==> config.mk <==
export PLATFORM = sky130hd
export DESIGN_NAME = multicycle_ctrl
export DESIGN_NICKNAME = d
export VERILOG_FILES = /design/src/rtl/multicycle_ctrl.sv
export SDC_FILE = /design/constraint.sdc
export NUM_CORES = 1
export LEC_CHECK = 0
export BUFFER_PORTS_ARGS = -buffer_cell sky130_fd_sc_hd__clkbuf_2
export CORE_ASPECT_RATIO = 1.25
export CORE_MARGIN = 2
export CORE_UTILIZATION = 55
export CTS_BUF_LIST = sky130_fd_sc_hd__clkbuf_8
export DETAILED_ROUTE_END_ITERATION = 10
export PLACE_DENSITY = 0.81
export SLEW_MARGIN = 10
export SYNTH_ARGS = -nofsm -noshare
export SYNTH_HDL_FRONTEND = slang
export SYNTH_SLANG_ARGS = --single-unit
==> constraint.sdc <==
create_clock -name clk -period 2.4 [get_ports clk]
set_clock_uncertainty 0.2 [all_clocks]
set_input_delay 0.24 -clock clk [delete_from_list [all_inputs] [get_ports clk]]
set_output_delay 0.24 -clock clk [all_outputs]
set_load 0.02 [all_outputs]
==> src/rtl/multicycle_ctrl.sv <==
// Multicycle instruction-sequencing controller: FETCH/DECODE/EXEC/MEM/WB/TRAP with
// memory-wait timeouts and a retired-instruction counter.
module multicycle_ctrl #(
  parameter int unsigned CNT_WIDTH = 32,
  parameter int unsigned TIMEOUT   = 16
) (
  input  logic                 clk,
  input  logic                 arst_n,
  input  logic [6:0]           opcode,
  input  logic                 imem_ready,
  input  logic                 dmem_ready,
  input  logic                 trap_clr,
  output logic                 imem_req,
  output logic                 ir_we,
  output logic                 pc_we,
  output logic                 dmem_req,
  output logic                 dmem_we,
  output logic                 wb_en,
  output logic [1:0]           wb_sel,
  output logic                 trap,
  output logic [1:0]           trap_cause,
  output logic [CNT_WIDTH-1:0] instret
);

  localparam logic [6:0] OpLoad   = 7'b0000011;
  localparam logic [6:0] OpStore  = 7'b0100011;
  localparam logic [6:0] OpBranch = 7'b1100011;
  localparam logic [6:0] OpJal    = 7'b1101111;
  localparam logic [6:0] OpJalr   = 7'b1100111;
  localparam logic [7:0] WaitLast = 8'(TIMEOUT - 1);

  typedef enum logic [2:0] {
    StFetch,
    StDecode,
    StExec,
    StMem,
    StWb,
    StTrap
  } state_e;

  state_e               r_state;
  logic [7:0]           r_wait;
  logic [CNT_WIDTH-1:0] r_instret;
  logic [1:0]           r_cause;

  logic w_legal;
  logic w_is_load;
  logic w_is_store;
  logic w_is_branch;
  logic w_is_jump;

  always_comb begin
    w_legal = 1'b0;
    case (opcode)
      7'b0110011, 7'b0010011, OpLoad, OpStore, OpBranch,
      OpJal, OpJalr, 7'b0110111, 7'b0010111: w_legal = 1'b1;
      default:                               w_legal = 1'b0;
    endcase
  end

  assign w_is_load   = (opcode == OpLoad);
  assign w_is_store  = (opcode == OpStore);
  assign w_is_branch = (opcode == OpBranch);
  assign w_is_jump   = (opcode == OpJal) || (opcode == OpJalr);

  // Every transition clears r_wait; it only advances while FETCH/MEM stall.
  always_ff @(posedge clk or negedge arst_n) begin
    if (!arst_n) begin
      r_state   <= StFetch;
      r_wait    <= 8'd0;
      r_instret <= '0;
      r_cause   <= 2'b00;
    end else begin
      case (r_state)
        StFetch: begin
          if (imem_ready) begin
            r_state <= StDecode;
            r_wait  <= 8'd0;
          end else if (r_wait == WaitLast) begin
            r_state <= StTrap;
            r_cause <= 2'b10;
            r_wait  <= 8'd0;
          end else begin
            r_wait <= r_wait + 8'd1;
          end
        end
        StDecode: begin
          r_wait <= 8'd0;
          if (w_legal) begin
            r_state <= StExec;
          end else begin
            r_state <= StTrap;
            r_cause <= 2'b01;
          end
        end
        StExec: begin
          r_wait <= 8'd0;
          if (w_is_load || w_is_store) begin
            r_state <= StMem;
          end else if (w_is_branch) begin
            r_state   <= StFetch;
            r_instret <= r_instret + CNT_WIDTH'(1);
          end else begin
            r_state <= StWb;
          end
        end
        StMem: begin
          if (dmem_ready) begin
            r_wait <= 8'd0;
            if (w_is_store) begin
              r_state   <= StFetch;
              r_instret <= r_instret + CNT_WIDTH'(1);
            end else begin
              r_state <= StWb;
            end
          end else if (r_wait == WaitLast) begin
            r_state <= StTrap;
            r_cause <= 2'b11;
            r_wait  <= 8'd0;
          end else begin
            r_wait <= r_wait + 8'd1;
          end
        end
        StWb: begin
          r_wait    <= 8'd0;
          r_state   <= StFetch;
          r_instret <= r_instret + CNT_WIDTH'(1);
        end
        StTrap: begin
          r_wait <= 8'd0;
          if (trap_clr) begin
            r_state <= StFetch;
            r_cause <= 2'b00;
          end
        end
        default: begin
          r_state <= StFetch;
          r_wait  <= 8'd0;
        end
      endcase
    end
  end

  always_comb begin
    imem_req = 1'b0;
    ir_we    = 1'b0;
    pc_we    = 1'b0;
    dmem_req = 1'b0;
    dmem_we  = 1'b0;
    wb_en    = 1'b0;
    wb_sel   = 2'b00;
    trap     = 1'b0;
    case (r_state)
      StFetch: begin
        imem_req = 1'b1;
        // Keep the IR strobe quiet while reset is held.
        ir_we    = imem_ready & arst_n;
      end
      StExec: pc_we = w_is_branch;
      StMem: begin
        dmem_req = 1'b1;
        dmem_we  = w_is_store;
        pc_we    = w_is_store & dmem_ready;
      end
      StWb: begin
        wb_en = 1'b1;
        pc_we = 1'b1;
        if (w_is_load) begin
          wb_sel = 2'b01;
        end else if (w_is_jump) begin
          wb_sel = 2'b10;
        end else begin
          wb_sel = 2'b00;
        end
      end
      StTrap: trap = 1'b1;
      default: begin
        imem_req = 1'b0;
      end
    endcase
  end

  assign instret    = r_instret;
  assign trap_cause = r_cause;

endmodule

Word-level counts from Yosys, hierarchy flattened
Cells that the tools add are included.
Operators by class
  $add $sub $neg: 2
  equality and inequality tests: 25
  multiplexer cells: 36
  bitwise gates (word level): 2
  reductions and logical operators: 8
Operator list (number)
  $mux 32: 4
  $pmux 32 s3: 1
  $add 32x1->32 const B: 1
  $mux 3: 8
  $mux 8: 3
  $eq 7x6->1 const B: 3
  $eq 7x7->1 const B: 3
  $ne 2x2->1 const B: 10
  $mux 2: 9
  $pmux 8 s2: 1
  $pmux 3 s5: 1
  $eq 7x5->1 const B: 2
  $reduce_or 9->1: 1
  $add 8x1->8 const B: 1
  $eq 8x4->1 const B: 1
  $pmux 2 s4: 1
  $eq 7x2->1 const B: 1
  $mux 1: 7
  $reduce_and 7->1: 1
  $eq 3x2->1 const B: 2
  $eq 3x3->1 const B: 2
  $reduce_and 5->1: 1
  $reduce_bool 4->1: 1
  $eq 3x1->1 const B: 1
  5 further kinds: 7
Word-level totals
  bits in registers: 45
  output and inout port bits: 43
  word-level logic and storage cells: 77

Logic depth before layout (Yosys ltp)
  depth after elaboration: 5
  depth in mapped cells: 9
  depth with buffers taken out: 7

Least setup slack after synthesis
No wires, ideal clock.
  path type: reg-to-reg
  start: register r_instret[2] (netlist: instret[2])
  end: register r_instret[24] (netlist: instret[24])
  arrival time: 1775 ps
  data required time: 2070 ps
  setup slack: 295 ps
  stages on the path, launching flop included: 7
  period minus slack after synthesis: 2105 ps
  cell sequence: dfrtp_1 > nand4_2 > nor4_4 > and4_2 > buf_2 > nand4_1 > xnor2_1
On the way
  cells in the longest elaborated chain, start to end: 4
  elaborated cells on any way between the ends: 6
  classes of those cells: add/sub (1); mux (5)
RTL lines
  start: declaration: line 43  | logic [CNT_WIDTH-1:0] r_instret;
  start signal: assignment: line 102  | r_instret <= r_instret + CNT_WIDTH'(1);
  start signal: assignment: line 112  | r_instret <= r_instret + CNT_WIDTH'(1);
  start signal: assignment: line 127  | r_instret <= r_instret + CNT_WIDTH'(1);
  $add 32x1->32 *: line 102, 112, 127
  $mux 32 (on tied branches): line 110, 100
  $mux 32 (on tied branches): line 108, 98
  $pmux 32 s3 *: line 74  | case (r_state)
Every way passes the cells marked *; elsewhere a longest branch is shown, timed or not. The select of a mux whose other input is x is not followed.
A chain may end at the register's enable or synchronous reset.

Worst setup path after layout
  start: register r_state[1]
  end: output pc_we
On the way
  cells in the longest elaborated chain, start to end: 2
  elaborated cells on any way between the ends: 4
  classes of those cells: eq/ne (3); mux (1)
RTL lines
  start: declaration: line 41  | state_e r_state;
  start signal: assignment: line 69  | r_state <= StFetch;
  start signal: assignment: line 77  | r_state <= StDecode;
  start signal: assignment: line 80  | r_state <= StTrap;
  $eq 3x3->1 or $eq 3x2->1 (tied branches): line 153  | case (r_state)
  $pmux 1 s3 *: line 153
  end: declaration: line 15  | output logic pc_we,
Every way passes the cells marked *; elsewhere a longest branch is shown, timed or not.

==> results.toml <==
[status]
status = "complete, no violations"

[cells_and_area]
fin_cells = 351
layout-drive-gt1-share_pct = 26.10
area.growth.synth_to_final_pct = 19.19
n_antenna_cell = 0
final_nets = 308

[setup_path]
critPathCaptureType = "output port"
rr_worst_depth = 5
worst_setup_path_start_kind = "flip-flop"
worstPathRequired_ns = 1.96
path_max_fanout = 22
cp.arrival_ns = 1.78
path_class = "reg2out"

[global_routing]
grt_usage_pct = 22.45
grt.overflow.total = 0
grt_antenna_before_repair = 0
grt_pass1_wl_um = 8694
first_global_vias = 1944
grt_max_degree = 46

[clock_tree]
ctsLongestPathBuffers = 2
cts_buffers = 5
cts.sinks = 45
clkSlewWorstSetupHoldPaths_ns = 0.08
cts-htree-levels = 2
root_buffer = "clkbuf_8"
tritoncts = "done"
clk_latency_ns = 0.29

[yosys]
synth_edf_count = 0
synthesis.nets = 251
synth_ff_type = "dfrtp_1"
synthCells = 237
yosysUniqueCellTypes = 40
synth_warnings = 0
ys_async_sr_fraction_pct = 100.0
synth_area_per_cell_um2 = 9.820
syn_area_mm2 = 0.002327
ys_ff_latch = 45
ys_seq_area_share_pct = 48.39

[placement]
place_ws_ns = 0.3125
dp_cells = 342
post-dp-hpwl_um = 3613
globalplace.congestion = 0.8502
io_buffers = 54

[floorplanning]
die_h_um = 76.73
die_area_mm2 = 0.004771
num_rows = 26
design.core.area_mm2 = 0.004066
die_w_um = 62.18
top_level_ports = 55
initial_core_util_pct = 57.23

[sta]
final-max-slew-violation-count = 0
hold_viol = 0
setup_viol_count_final = 0
worstMarginPinSlew_ns = 0.5724
max_freq_mhz = 450.4
tns_ns = 0
holdWs_ns = 0.08977
post-route-period-util_pct = 92.50
rsz0062_at_grt = "no"
slew_headroom_pct = 61.84
layout_min_cycle_time_ns = 2.220
fin_ws_ns = 0.1800

[min_path]
hold-path-cell-count = 4
hp-class = "in2reg"

[drt]
wl_per_cell_um = 13.82
dr.pass1.iters = 4
drc_errors = 0
initialDrtViolationCount = 134
antenna_left = 0
route.vias.total = 1978
totalWireLength_um = 4850
avgViaCountPerCell = 5.635

[run]
max_cap_viol_count = 0

[pwr]
ir_drop_mv = 0.7149
p_leak_nw = 1.398
power_density_mw_per_mm2 = 787.2
[stage by stage]
stage	power (W)	util (%)	area, µm²
CTS	0.002209	68.15	2771
global route	0.002345	68.22	2774
global placement	0.001691	65.42	2660
detailed placement	0.001702	65.42	2660
floorplan	0.001481	-	2327
finish	0.002184	68.22	2774
[registers in the layout, indices dropped and copies added, names as in the netlist]
register    flops
instret        32
r_state         3
trap_cause      2
r_wait          8
[where the power goes]
group | internal, W | switching [W] | total, W
Sequential | 0.000843 | 0.000134 | 0.000976
Clock | 0.000260 | 0.000235 | 0.000495
Combinational | 0.000249 | 0.000464 | 0.000713
Total | 0.00135 | 0.000832 | 0.00218
[synth_stat cells, drive strengths merged (3+ instances only)]
cell    instances  area, µm²
nand3          14      70.07
o21ai           8      40.04
nand2b          3      18.77
and2            4      25.02
a21oi           4      20.02
nand2          18      70.07
nor3            8      40.04
clkbuf          4      15.01
xor2           12      105.1
nor4            9      71.32
and4            4      36.29
nor2           19      71.32
inv             8      30.03
buf             6      30.03
dfrtp          45       1126
and3            9      57.56
xnor2          25      219.0
nand4          18      125.1
[cell families (layout without fill, tap and decap cells)]
kind of cell | Yosys count | in the layout | share of synthesized area (%)
flops | 45 | 45 | 48.39
buf+inv | 18 | 76 | 3.226
simple gates | 113 | 113 | 27.31
compound gates | 22 | 22 | 6.076
fa+ha+maj | 2 | 2 | 1.075
xor+xnor | 37 | 37 | 13.92
[layer usage]
layer	global-route usage, %	routed length, µm
met2	38.91	2524
met5	0	0
met1	28.29	2007
met4	7.778	34
met3	4.106	283
[worst max-delay path, cell delays in order (launching register included)]
cell and delay, ns:
dfrtp_2 0.46, inv_1 0.11, nor2_1 0.20, a41oi_1 0.17, inv_1 0.09, buf_4 0.24
clkbuf_2 0.21
[final timing paths]
| kind | startpoint | end | slack, ns |
|---|---|---|---|
| worst min register to register | r_wait[0] | r_wait[0] | 0.27 |
| max in group asynchronous | arst_n | r_state[1] | 1.18 |
| min in group asynchronous | arst_n | trap_cause[0] | 0.39 |
| worst max register to register | instret[2] | instret[31] | 0.35 |
| worst min-delay path | trap_clr | r_state[0] | 0.09 |
| worst max-delay path | r_state[1] | pc_we | 0.18 |
[cells in the final DEF, fill, tap and decap left out, drive strengths merged, types with 9 or more instances in the layout]
master	count
clkbuf	61
dfrtp	45
xnor2	25
nor2	19
nand2	18
nand4	18
nand3	14
xor2	12
and3	9
nor4	9
[cell type report]
class	instances	area (µm²)
clock buffers	7	96.34
multi-input cells	174	1126
inverters	8	30.03
repair buffers	60	317.8
clock inverters	1	5.005
fillers	332	1292
well taps	56	70.07
flip-flops and latches	45	1129
[repair_timing]
action	4_1_cts	5_1_grt
hold buffers	1	0
hold endpoints to repair	45	0
setup buffers	0	0
setup endpoints to repair	0	1
gates resized for setup	0	2
Note: power is estimated with default switching activity, not from simulation.
